**src/rtl/sl_pkg.sv**
```systemverilog
`default_nettype none
// -----------------------------------------------------------------------------
// sl_pkg : shared default widths and tracker entry type for the sl root arbiter.
// Rev 1.0
// -----------------------------------------------------------------------------
package sl_pkg;

  localparam int SL_ADDR_WIDTH = 16;
  localparam int SL_DATA_WIDTH = 32;
  localparam int SL_ID_WIDTH   = 4;

  typedef struct packed {
    logic                   valid;
    logic [SL_ID_WIDTH-1:0] id;
  } trk_entry_t;

endpackage
`default_nettype wire

```
**src/rtl/sl_rr2.sv**
```systemverilog
`default_nettype none
// -----------------------------------------------------------------------------
// sl_rr2 : two-way round-robin arbiter with a single favour pointer.
// Rev 1.0
// -----------------------------------------------------------------------------
module sl_rr2 (
  input  logic       clk,
  input  logic       rst_n,
  input  logic [1:0] req_i,
  output logic [1:0] gnt_o
);

  logic ptr_q;
  logic ptr_d;

  always_comb begin
    gnt_o = 2'b00;
    ptr_d = ptr_q;
    // No grants while reset is asserted.
    if (rst_n) begin
      case (req_i)
        2'b01:   gnt_o = 2'b01;
        2'b10:   gnt_o = 2'b10;
        2'b11:   gnt_o = ptr_q ? 2'b10 : 2'b01;
        default: gnt_o = 2'b00;
      endcase
    end
    if (gnt_o[0]) begin
      ptr_d = 1'b1;
    end else if (gnt_o[1]) begin
      ptr_d = 1'b0;
    end
  end

  always_ff @(posedge clk) begin
    if (!rst_n) begin
      ptr_q <= 1'b0;
    end else begin
      ptr_q <= ptr_d;
    end
  end

endmodule
`default_nettype wire

```
**src/rtl/sl_root_arb.sv**
```systemverilog
`default_nettype none
// -----------------------------------------------------------------------------
// sl_root_arb : round-robin root arbiter for two masters with ID tagging,
// read-response steering and a fixed-latency response tracker. Rev 1.0
// -----------------------------------------------------------------------------
module sl_root_arb
  import sl_pkg::*;
#(
  parameter int ADDR_WIDTH = SL_ADDR_WIDTH,
  parameter int DATA_WIDTH = SL_DATA_WIDTH,
  parameter int ID_WIDTH   = SL_ID_WIDTH,
  parameter int LATENCY    = 4
) (
  input  logic                  clk,
  input  logic                  rst_n,
  input  logic                  m0_wen,
  input  logic [ADDR_WIDTH-1:0] m0_waddr,
  input  logic [DATA_WIDTH-1:0] m0_wdata,
  input  logic [ID_WIDTH-2:0]   m0_wtag,
  output logic                  m0_wready,
  input  logic                  m0_ren,
  input  logic [ADDR_WIDTH-1:0] m0_raddr,
  input  logic [ID_WIDTH-2:0]   m0_rtag,
  output logic                  m0_rready,
  output logic                  m0_rvalid,
  output logic [DATA_WIDTH-1:0] m0_rdata,
  output logic [ID_WIDTH-2:0]   m0_rid,
  input  logic                  m1_wen,
  input  logic [ADDR_WIDTH-1:0] m1_waddr,
  input  logic [DATA_WIDTH-1:0] m1_wdata,
  input  logic [ID_WIDTH-2:0]   m1_wtag,
  output logic                  m1_wready,
  input  logic                  m1_ren,
  input  logic [ADDR_WIDTH-1:0] m1_raddr,
  input  logic [ID_WIDTH-2:0]   m1_rtag,
  output logic                  m1_rready,
  output logic                  m1_rvalid,
  output logic [DATA_WIDTH-1:0] m1_rdata,
  output logic [ID_WIDTH-2:0]   m1_rid,
  output logic                  wen,
  output logic [ADDR_WIDTH-1:0] waddr,
  output logic [DATA_WIDTH-1:0] wdata,
  output logic [ID_WIDTH-1:0]   wid,
  output logic                  ren,
  output logic [ADDR_WIDTH-1:0] raddr,
  output logic [ID_WIDTH-1:0]   rid,
  input  logic                  rvalid,
  input  logic [DATA_WIDTH-1:0] rdata,
  input  logic [ID_WIDTH-1:0]   id,
  output logic                  err_unexp,
  output logic                  err_miss,
  output logic                  err_id
);

  localparam int TAG_WIDTH = ID_WIDTH - 1;

  logic [1:0] wgnt;
  logic [1:0] rgnt;

  sl_rr2 u_rr_w (.clk(clk), .rst_n(rst_n), .req_i({m1_wen, m0_wen}), .gnt_o(wgnt));
  sl_rr2 u_rr_r (.clk(clk), .rst_n(rst_n), .req_i({m1_ren, m0_ren}), .gnt_o(rgnt));

  assign m0_wready = wgnt[0];
  assign m1_wready = wgnt[1];
  assign m0_rready = rgnt[0];
  assign m1_rready = rgnt[1];

  logic                  wen_q, ren_q;
  logic [ADDR_WIDTH-1:0] waddr_q, raddr_q;
  logic [DATA_WIDTH-1:0] wdata_q;
  logic [ID_WIDTH-1:0]   wid_q, rid_q;

  // A grant implies a request, so the grant vector is the accept vector.
  always_ff @(posedge clk) begin
    if (!rst_n) begin
      wen_q   <= 1'b0;
      waddr_q <= '0;
      wdata_q <= '0;
      wid_q   <= '0;
      ren_q   <= 1'b0;
      raddr_q <= '0;
      rid_q   <= '0;
    end else begin
      wen_q <= |wgnt;
      ren_q <= |rgnt;
      if (wgnt[1]) begin
        waddr_q <= m1_waddr;
        wdata_q <= m1_wdata;
        wid_q   <= {1'b1, m1_wtag};
      end else if (wgnt[0]) begin
        waddr_q <= m0_waddr;
        wdata_q <= m0_wdata;
        wid_q   <= {1'b0, m0_wtag};
      end
      if (rgnt[1]) begin
        raddr_q <= m1_raddr;
        rid_q   <= {1'b1, m1_rtag};
      end else if (rgnt[0]) begin
        raddr_q <= m0_raddr;
        rid_q   <= {1'b0, m0_rtag};
      end
    end
  end

  assign wen   = wen_q;
  assign waddr = waddr_q;
  assign wdata = wdata_q;
  assign wid   = wid_q;
  assign ren   = ren_q;
  assign raddr = raddr_q;
  assign rid   = rid_q;

  // Entry 0 is the head; an issued read reaches it exactly LATENCY cycles later.
  trk_entry_t trk_q [LATENCY];
  trk_entry_t tail;
  trk_entry_t head;

  always_comb begin
    tail       = '0;
    tail.valid = ren_q;
    tail.id    = SL_ID_WIDTH'(rid_q);
    head       = trk_q[0];
  end

  always_ff @(posedge clk) begin
    if (!rst_n) begin
      for (int i = 0; i < LATENCY; i++) begin
        trk_q[i] <= '0;
      end
    end else begin
      for (int i = 0; i < LATENCY - 1; i++) begin
        trk_q[i] <= trk_q[i+1];
      end
      trk_q[LATENCY-1] <= tail;
    end
  end

  logic err_unexp_q, err_miss_q, err_id_q;
  logic m0_rvalid_q, m1_rvalid_q;
  logic [DATA_WIDTH-1:0] m0_rdata_q, m1_rdata_q;
  logic [TAG_WIDTH-1:0]  m0_rid_q, m1_rid_q;
  logic to_m0, to_m1;

  assign to_m0 = rvalid & ~id[ID_WIDTH-1];
  assign to_m1 = rvalid &  id[ID_WIDTH-1];

  always_ff @(posedge clk) begin
    if (!rst_n) begin
      err_unexp_q <= 1'b0;
      err_miss_q  <= 1'b0;
      err_id_q    <= 1'b0;
      m0_rvalid_q <= 1'b0;
      m1_rvalid_q <= 1'b0;
      m0_rdata_q  <= '0;
      m1_rdata_q  <= '0;
      m0_rid_q    <= '0;
      m1_rid_q    <= '0;
    end else begin
      err_miss_q  <= err_miss_q  | (head.valid & ~rvalid);
      err_unexp_q <= err_unexp_q | (~head.valid & rvalid);
      err_id_q    <= err_id_q    | (head.valid & rvalid & (head.id != SL_ID_WIDTH'(id)));
      m0_rvalid_q <= to_m0;
      m1_rvalid_q <= to_m1;
      if (to_m0) begin
        m0_rdata_q <= rdata;
        m0_rid_q   <= id[TAG_WIDTH-1:0];
      end
      if (to_m1) begin
        m1_rdata_q <= rdata;
        m1_rid_q   <= id[TAG_WIDTH-1:0];
      end
    end
  end

  assign err_unexp = err_unexp_q;
  assign err_miss  = err_miss_q;
  assign err_id    = err_id_q;
  assign m0_rvalid = m0_rvalid_q;
  assign m1_rvalid = m1_rvalid_q;
  assign m0_rdata  = m0_rdata_q;
  assign m1_rdata  = m1_rdata_q;
  assign m0_rid    = m0_rid_q;
  assign m1_rid    = m1_rid_q;

endmodule
`default_nettype wire

```
**config.mk**
```make
export PLATFORM = sky130hd
export DESIGN_NAME = sl_root_arb
export DESIGN_NICKNAME = d
export VERILOG_FILES = /design/src/rtl/sl_pkg.sv /design/src/rtl/sl_rr2.sv /design/src/rtl/sl_root_arb.sv
export SDC_FILE = /design/constraint.sdc
export NUM_CORES = 1
export LEC_CHECK = 0
export ABC_AREA = 1
export CAP_MARGIN = 15
export CORE_ASPECT_RATIO = 0.75
export CORE_UTILIZATION = 37
export DETAILED_ROUTE_END_ITERATION = 8
export HOLD_SLACK_MARGIN = 0.06
export MAX_ROUTING_LAYER = met4
export PLACE_DENSITY = 0.87
export SLEW_MARGIN = 20
export SYNTH_ARGS = -nofsm -noshare
export SYNTH_HDL_FRONTEND = slang
export SYNTH_SLANG_ARGS = --single-unit
export TNS_END_PERCENT = 1
```
**constraint.sdc**
```tcl
create_clock -name clk -period 1.2 [get_ports clk]
set_clock_uncertainty 0.05 [all_clocks]
set_input_delay 0.36 -clock clk [delete_from_list [all_inputs] [get_ports clk]]
set_output_delay 0.36 -clock clk [all_outputs]
set_load 0.1 [all_outputs]
```
After elaboration in Yosys (flattened, before gate mapping)
Memory sizes are Yosys's and may differ from the RTL's.
Index checks and enable logic that the tools add are counted.
{ "totals": {"register_bits": 151, "mem_bits_rw": 20, "in_bits": 183, "output_inout_bits": 153, "word_cells": 72, "memories": 1} }
{ "op_classes": {"eq_ne": 7, "muxes": 26, "bitwise": 16, "n_reduce_logical": 4} }
{ "memory_table": {"columns": ["name", "words", "word_bits", "rd", "rd_ports_with_merged_regs", "wr", "line_no", "rtl"], "rows": [
  ["trk_q", 4, 5, 4, 0, 4, "sl_root_arb.sv:114", "trk_entry_t trk_q [LATENCY];"]
]} }
{ "ops": {"columns": ["op", "n"], "rows": [
  ["two-way mux 16 bit", 4],
  ["two-way mux 32 bit", 2],
  ["two-way mux 5 bit", 4],
  ["two-way mux 4 bit", 4],
  ["case mux 2 bit (3 select lines)", 2],
  ["== test 2 bit (second input constant)", 4],
  ["two-way mux 2 bit", 4],
  ["bitwise OR 1 bit", 7],
  ["AND 1 bit", 6],
  ["two-way mux 1 bit", 6],
  ["== test 2 x 1 -> 1 bit (second input constant)", 2],
  ["inequality test 4 bit", 1],
  ["nonzero test 2 bit", 2],
  ["OR reduction 2 bit", 2],
  ["inverter 1 bit", 3]
]} }

Logic depth before layout (Yosys ltp)
{ "depth": {"word_depth": 5, "depth_mapped": 10} }

Hierarchy
A second synthesis with hierarchy kept.
{ "hier_totals": {"hier_cells": 963, "hier_area_um2": 6745.2} }
{ "modules_own_cells": {"columns": ["mod", "n_inst", "cells_per_inst", "area_each_um2"], "rows": [
  ["sl_root_arb", 1, 941, 6617.6],
  ["sl_rr2", 2, 11, 63.8]
]} }

Worst setup path after synthesis
OpenSTA, ideal clock, no wires.
{ "synth_timing": {"path_type": "input -> output", "startpoint": "input rst_n", "endpoint": "output m0_rready", "arrival_time_ps": 2787, "required_time_ps": 790, "slack_ps": -1997, "path_stages": 4, "cell_sequence": "buf_4 buf_4 inv_2 nor3_1"} }
{ "synth_via": {"elab_chain_cells": 1} }
{ "synth_rtl": {"columns": ["element", "line_no", "rtl"], "rows": [
  ["from (decl)", "sl_root_arb.sv:15", "input logic rst_n,"],
  ["two-way mux 2 bit", "sl_rr2.sv:20", "if (rst_n) begin"],
  ["to (decl)", "sl_root_arb.sv:24", "output logic m0_rready,"]
]} }
Every way passes these cells.

Final worst setup path
{ "layout_timing": {"startpoint": "register u_rr_r.ptr_q", "endpoint": "output m0_rready"} }
{ "layout_via": {"elab_chain_cells": 3} }
{ "layout_rtl": {"columns": ["element", "line_no", "rtl"], "rows": [
  ["from (decl)", "sl_rr2.sv:13", "logic ptr_q;"],
  ["from (signal assigned)", "sl_rr2.sv:39", "ptr_q <= ptr_d;"],
  ["two-way mux 2 bit", "sl_rr2.sv:24", "2'b11: gnt_o = ptr_q ? 2'b10 : 2'b01;"],
  ["case mux 2 bit (3 select lines)", "sl_rr2.sv:21", "case (req_i)"],
  ["two-way mux 2 bit", "sl_rr2.sv:20", null]
]} }
Every way passes these cells.

==> flow_summary.html <==
<table>
<tr><th>Metric</th><th>Value</th></tr>
<tr><th colspan="2">Run status</th></tr>
<tr><td>Run status</td><td>finished with violations</td></tr>
<tr><td>Violated checks</td><td>setup timing</td></tr>
<tr><th colspan="2">Global route</th></tr>
<tr><td>Aggregate global routing overflow</td><td>0</td></tr>
<tr><td>Aggregate global-route resource usage</td><td>26.31%</td></tr>
<tr><td>Antenna violations before repair</td><td>0</td></tr>
<tr><td>Vias in the first global route</td><td>7591</td></tr>
<tr><td>Maximum number of pins on one net before global-route repair</td><td>53</td></tr>
<tr><td>Wire length of the first global-routing pass</td><td>between 30000 and 40000 microns</td></tr>
<tr><th colspan="2">Drt</th></tr>
<tr><td>Routed met1 length</td><td>a little over 9000 microns</td></tr>
<tr><td>Met3 wirelength from detailed routing</td><td>1484 microns</td></tr>
<tr><td>Top routing layer used</td><td>met4</td></tr>
<tr><td>Number of iterations in the first detailed-routing pass</td><td>5</td></tr>
<tr><td>Number of remaining DRC errors</td><td>0</td></tr>
<tr><td>Routed WL</td><td>25260 microns</td></tr>
<tr><td>Vias after detailed routing</td><td>7585</td></tr>
<tr><td>Antenna Violating Nets Remaining</td><td>0</td></tr>
<tr><td>Detailed route wirelength on metal2</td><td>13590 microns</td></tr>
<tr><td>Routed wire per std cell</td><td>16.04 microns</td></tr>
<tr><td>Number of design-rule violations left by the first detailed-router iteration</td><td>approximately 440</td></tr>
<tr><td>Via density per instance</td><td>4.816</td></tr>
<tr><th colspan="2">Floorplan</th></tr>
<tr><td>Core Area</td><td>0.01851 sq mm</td></tr>
<tr><td>Initial core utilization</td><td>~38%</td></tr>
<tr><td>Chip Width</td><td>160.7 microns</td></tr>
<tr><td>I/O pin count</td><td>336</td></tr>
<tr><td>Full die area</td><td>0.01945 sq mm</td></tr>
<tr><td>Number of core rows</td><td>43</td></tr>
<tr><td>Chip Height</td><td>121.0 microns</td></tr>
<tr><th colspan="2">Placed design</th></tr>
<tr><td>IO Port Bufs</td><td>approximately 340</td></tr>
<tr><td>Post-DP HPWL</td><td>between 15000 and 20000 microns</td></tr>
<tr><td>Placed cell count</td><td>1539</td></tr>
<tr><td>Final estimated routing congestion in global placement</td><td>0.8705</td></tr>
<tr><th colspan="2">Power and ir drop</th></tr>
<tr><td>Pwr per Cell Area</td><td>1379 mW/mm^2</td></tr>
<tr><td>Switch Pwr</td><td>6.690 mW</td></tr>
<tr><td>Cell Int Power</td><td>11.70 mW</td></tr>
<tr><td>Part of the power in combinational logic</td><td>33.6%</td></tr>
<tr><td>Leakage dissipation</td><td>6.181 nW</td></tr>
<tr><td>Total power after layout</td><td>around 18 mW</td></tr>
<tr><td>Clk pwr share</td><td>30.9%</td></tr>
<tr><td>Share of power burned in registers</td><td>a little over a third</td></tr>
<tr><td>Max rail drop VDD</td><td>0.0009074 V</td></tr>
<tr><td>Switching part of the total</td><td>a little over a third</td></tr>
<tr><th colspan="2">Clocking</th></tr>
<tr><td>Cts hold-fix bufs</td><td>0</td></tr>
<tr><td>Clock buffers created by TritonCTS</td><td>17</td></tr>
<tr><td>Clock tree from TritonCTS</td><td>yes</td></tr>
<tr><td>Clock-pin slew on the worst setup and hold paths</td><td>about 70 ps</td></tr>
<tr><td>Num Clock Sinks</td><td>171</td></tr>
<tr><td>Buffers from clock root to sink, at most</td><td>2</td></tr>
<tr><td>Clock latency at the later pin of the worst-skew pair</td><td>420 ps</td></tr>
<tr><td>Clock root buffer</td><td>sky130_fd_sc_hd__clkbuf_16</td></tr>
<tr><td>H-tree lvl count</td><td>4</td></tr>
<tr><th colspan="2">Worst setup path</th></tr>
<tr><td>Slowest library cell on the worst path</td><td>sky130_fd_sc_hd__dfxtp_2</td></tr>
<tr><td>Crit path max-delay family</td><td>flip-flops</td></tr>
<tr><td>Combined buffer and inverter count along the critical path</td><td>2</td></tr>
<tr><td>Critical-path maximum fanout</td><td>2</td></tr>
<tr><td>Ordered list of cells on the worst path</td><td>nand2_1 -&gt; inv_2 -&gt; nor3_4 -&gt; buf_12</td></tr>
<tr><td>Count of cell instances traversed by the critical path</td><td>4</td></tr>
<tr><td>Count of cells along the worst register-to-register path</td><td>10</td></tr>
<tr><td>Stage delay of the slowest cell on the critical path</td><td>320 ps</td></tr>
<tr><td>Startpoint types</td><td>register</td></tr>
<tr><td>Arrival time of the worst setup path</td><td>roughly 1200 ps</td></tr>
<tr><td>Critical Path Sink Type</td><td>primary output</td></tr>
<tr><td>Category of the most critical setup path</td><td>reg2out</td></tr>
<tr><td>Crit path required time</td><td>slightly below 800 ps</td></tr>
<tr><td>Flop-to-flop setup slack</td><td>-150 ps</td></tr>
<tr><th colspan="2">Synth</th></tr>
<tr><td>Number of enable-type register cells in the synthesized netlist</td><td>0</td></tr>
<tr><td>Net count of the mapped netlist</td><td>approximately 1200</td></tr>
<tr><td>Sequential cell area fraction in the yosys report</td><td>between 40 and 50%</td></tr>
<tr><td>Biggest area contributors in the synthesized netlist</td><td>sky130_fd_sc_hd__dfxtp_1 49%, sky130_fd_sc_hd__nand2_1 14%, sky130_fd_sc_hd__o21a_1 7.5%</td></tr>
<tr><td>Async set or reset register ratio after synthesis</td><td>0%</td></tr>
<tr><td>Commonest cells in the synthesized netlist</td><td>255 x sky130_fd_sc_hd__nand2_1, 171 x sky130_fd_sc_hd__dfxtp_1, 136 x sky130_fd_sc_hd__nor2_1</td></tr>
<tr><td>Synth Warn #</td><td>0</td></tr>
<tr><td>Cell type with the largest total area after synthesis</td><td>sky130_fd_sc_hd__dfxtp_1</td></tr>
<tr><td>Total of flip-flops plus latches after synthesis</td><td>171</td></tr>
<tr><td>Post-synthesis instance area</td><td>0.006989 sq mm</td></tr>
<tr><td>Post-synthesis area per instance</td><td>7.228 sq um</td></tr>
<tr><td>Post-synth top flop</td><td>sky130_fd_sc_hd__dfxtp_1</td></tr>
<tr><td>Area share of the largest cell type after synthesis</td><td>about half</td></tr>
<tr><td>Most frequent cell after synthesis</td><td>sky130_fd_sc_hd__nand2_1</td></tr>
<tr><td>Syn Inst Count</td><td>967</td></tr>
<tr><td>Number of distinct standard cells referenced by the synthesized netlist</td><td>22</td></tr>
<tr><th colspan="2">Layout</th></tr>
<tr><td>Area added between synthesis and finish</td><td>90.76%</td></tr>
<tr><td>Fraction of final layout cells with drive strength greater than 1</td><td>approximately a third</td></tr>
<tr><td>Antenna diode count</td><td>0</td></tr>
<tr><td>Post-layout instance count excluding filler cells</td><td>1575</td></tr>
<tr><td>Net total in the final layout</td><td>1498</td></tr>
<tr><td>Count of fill cells added during filler insertion</td><td>1257</td></tr>
<tr><th colspan="2">STA</th></tr>
<tr><td>Peak clock frequency supported by timing</td><td>0.6139 GHz</td></tr>
<tr><td>Worst Max-Slew Pin Slew</td><td>489.7 ps</td></tr>
<tr><td>Setup repair after global routing missed its margin</td><td>true</td></tr>
<tr><td>Final number of max-transition violations</td><td>0</td></tr>
<tr><td>Final-layout worst hold slack</td><td>around 290 ps</td></tr>
<tr><td>Setup TNS</td><td>-31820 ps</td></tr>
<tr><td>Relative slew slack</td><td>67.36%</td></tr>
<tr><td>Smallest setup slack after layout</td><td>-429.0 ps</td></tr>
<tr><td>Clock period minus final worst setup slack</td><td>~1600 ps</td></tr>
<tr><td>Final setup violating endpoints</td><td>223</td></tr>
<tr><td>Final cycle utilization of the critical path</td><td>135.8%</td></tr>
<tr><td>Count of endpoints failing hold in the final timing report</td><td>0</td></tr>
<tr><th colspan="2">Min path</th></tr>
<tr><td>Class of the most critical hold timing path</td><td>in2reg</td></tr>
<tr><td>Number of stages on the worst hold path</td><td>4</td></tr>
<tr><th colspan="2">Job</th></tr>
<tr><td># Max-Cap Violations</td><td>0</td></tr>
</table>
==> stage by stage <==
step           utilization (%)  cell area [sq um]  setup WS (ps)
5_1_grt                  72.04              13330         -501.7
4_1_cts                  71.69              13270         -426.7
3_3_place_gp             66.98              12400         -627.3
3_5_place_dp             66.98              12400         -677.4
6_report                 72.04              13330         -429.0
2_1_floorplan                -               7057         -585.8
==> power groups by stage <==
stage               clock [mW]  combinational [mW]  sequential, mW
floorplan                    0                1.04            8.91
global placement             0                6.01            6.56
detailed placement           0                6.12            6.59
CTS                       5.76                6.17            6.53
global route              6.06                6.41            6.56
finish                    5.69                6.18            6.52
==> worst reg2reg max path: stages (launching register included) <==
cell and delay (ps):
sky130_fd_sc_hd__dfxtp_2 330, sky130_fd_sc_hd__inv_2 60, sky130_fd_sc_hd__nand2_2 60, sky130_fd_sc_hd__nand2_4 80
sky130_fd_sc_hd__inv_4 40, sky130_fd_sc_hd__buf_4 140, sky130_fd_sc_hd__buf_12 160, sky130_fd_sc_hd__nand2_1 100
sky130_fd_sc_hd__nand3_1 80, sky130_fd_sc_hd__nand2_1 90, sky130_fd_sc_hd__inv_1 50
==> flip-flops by register name, summed over array words and instances, names as in the netlist, 3 cells and up <==
name      count
m0_rdata     32
m0_rid        3
m1_rdata     32
m1_rid        3
raddr        16
rid           4
trk_q        20
waddr        16
wdata        32
wid           4
==> final cells by class <==
type	count	area, sq um	share of cell area (%)
Tap cell	247	309.0	2.318
Multi-Input combinational cell	619	2863	21.47
Clock inverter	14	182.7	1.370
Clock buffer	18	429.2	3.219
Inverter	116	447.9	3.360
Timing Repair Buffer	390	5429	40.72
Sequential cell	171	3672	27.54
==> worst paths after layout <==
kind	start	endpoint
max	u_rr_r.ptr_q	m0_rready
max reg2reg	u_rr_w.ptr_q	wdata[13]
min	rst_n	wdata[19]
min reg2reg	trk_q[1][1]	trk_q[0][1]
==> metal layers <==
layer  vias to the layer above  track usage (%)
li1                       3693                -
met1                      3509            26.52
met2                       316            48.76
met3                        67            5.707
met4                         0            12.32
met5                         -                -
==> placed cells by master (no fill, tap or decap), drive strengths merged <==
master / instances
nand2: 256
dlygate4sd2: 6
clkinv: 5
buf: 209
a211oi: 2
clkdlybuf4s50: 175
clkinvlp: 4
o21ai: 73
o21a: 70
inv: 119
nor3: 2
clkbuf: 18
bufinv: 2
dfxtp: 171
nand3: 70
nor2: 137
a21oi: 9
==> cell families (layout without fill, tap and decap cells) <==
kind of cell | Yosys count | count (layout) | synth area share (%)
AOI/OAI and AO/OA | 154 | 154 | 13.66
buffers and inverters | 177 | 538 | 11.03
and+or+nand+nor | 465 | 465 | 26.33
DFF | 171 | 171 | 48.98
==> repair_timing <==
item                                    CTS  global route
endpoints found under the setup margin  292           224
pin swaps                                10             4
gates resized for setup                 180            21
cloned                                    0             0
setup buffers                             3             1
No activity file was read; power rests on OpenSTA's default activity.
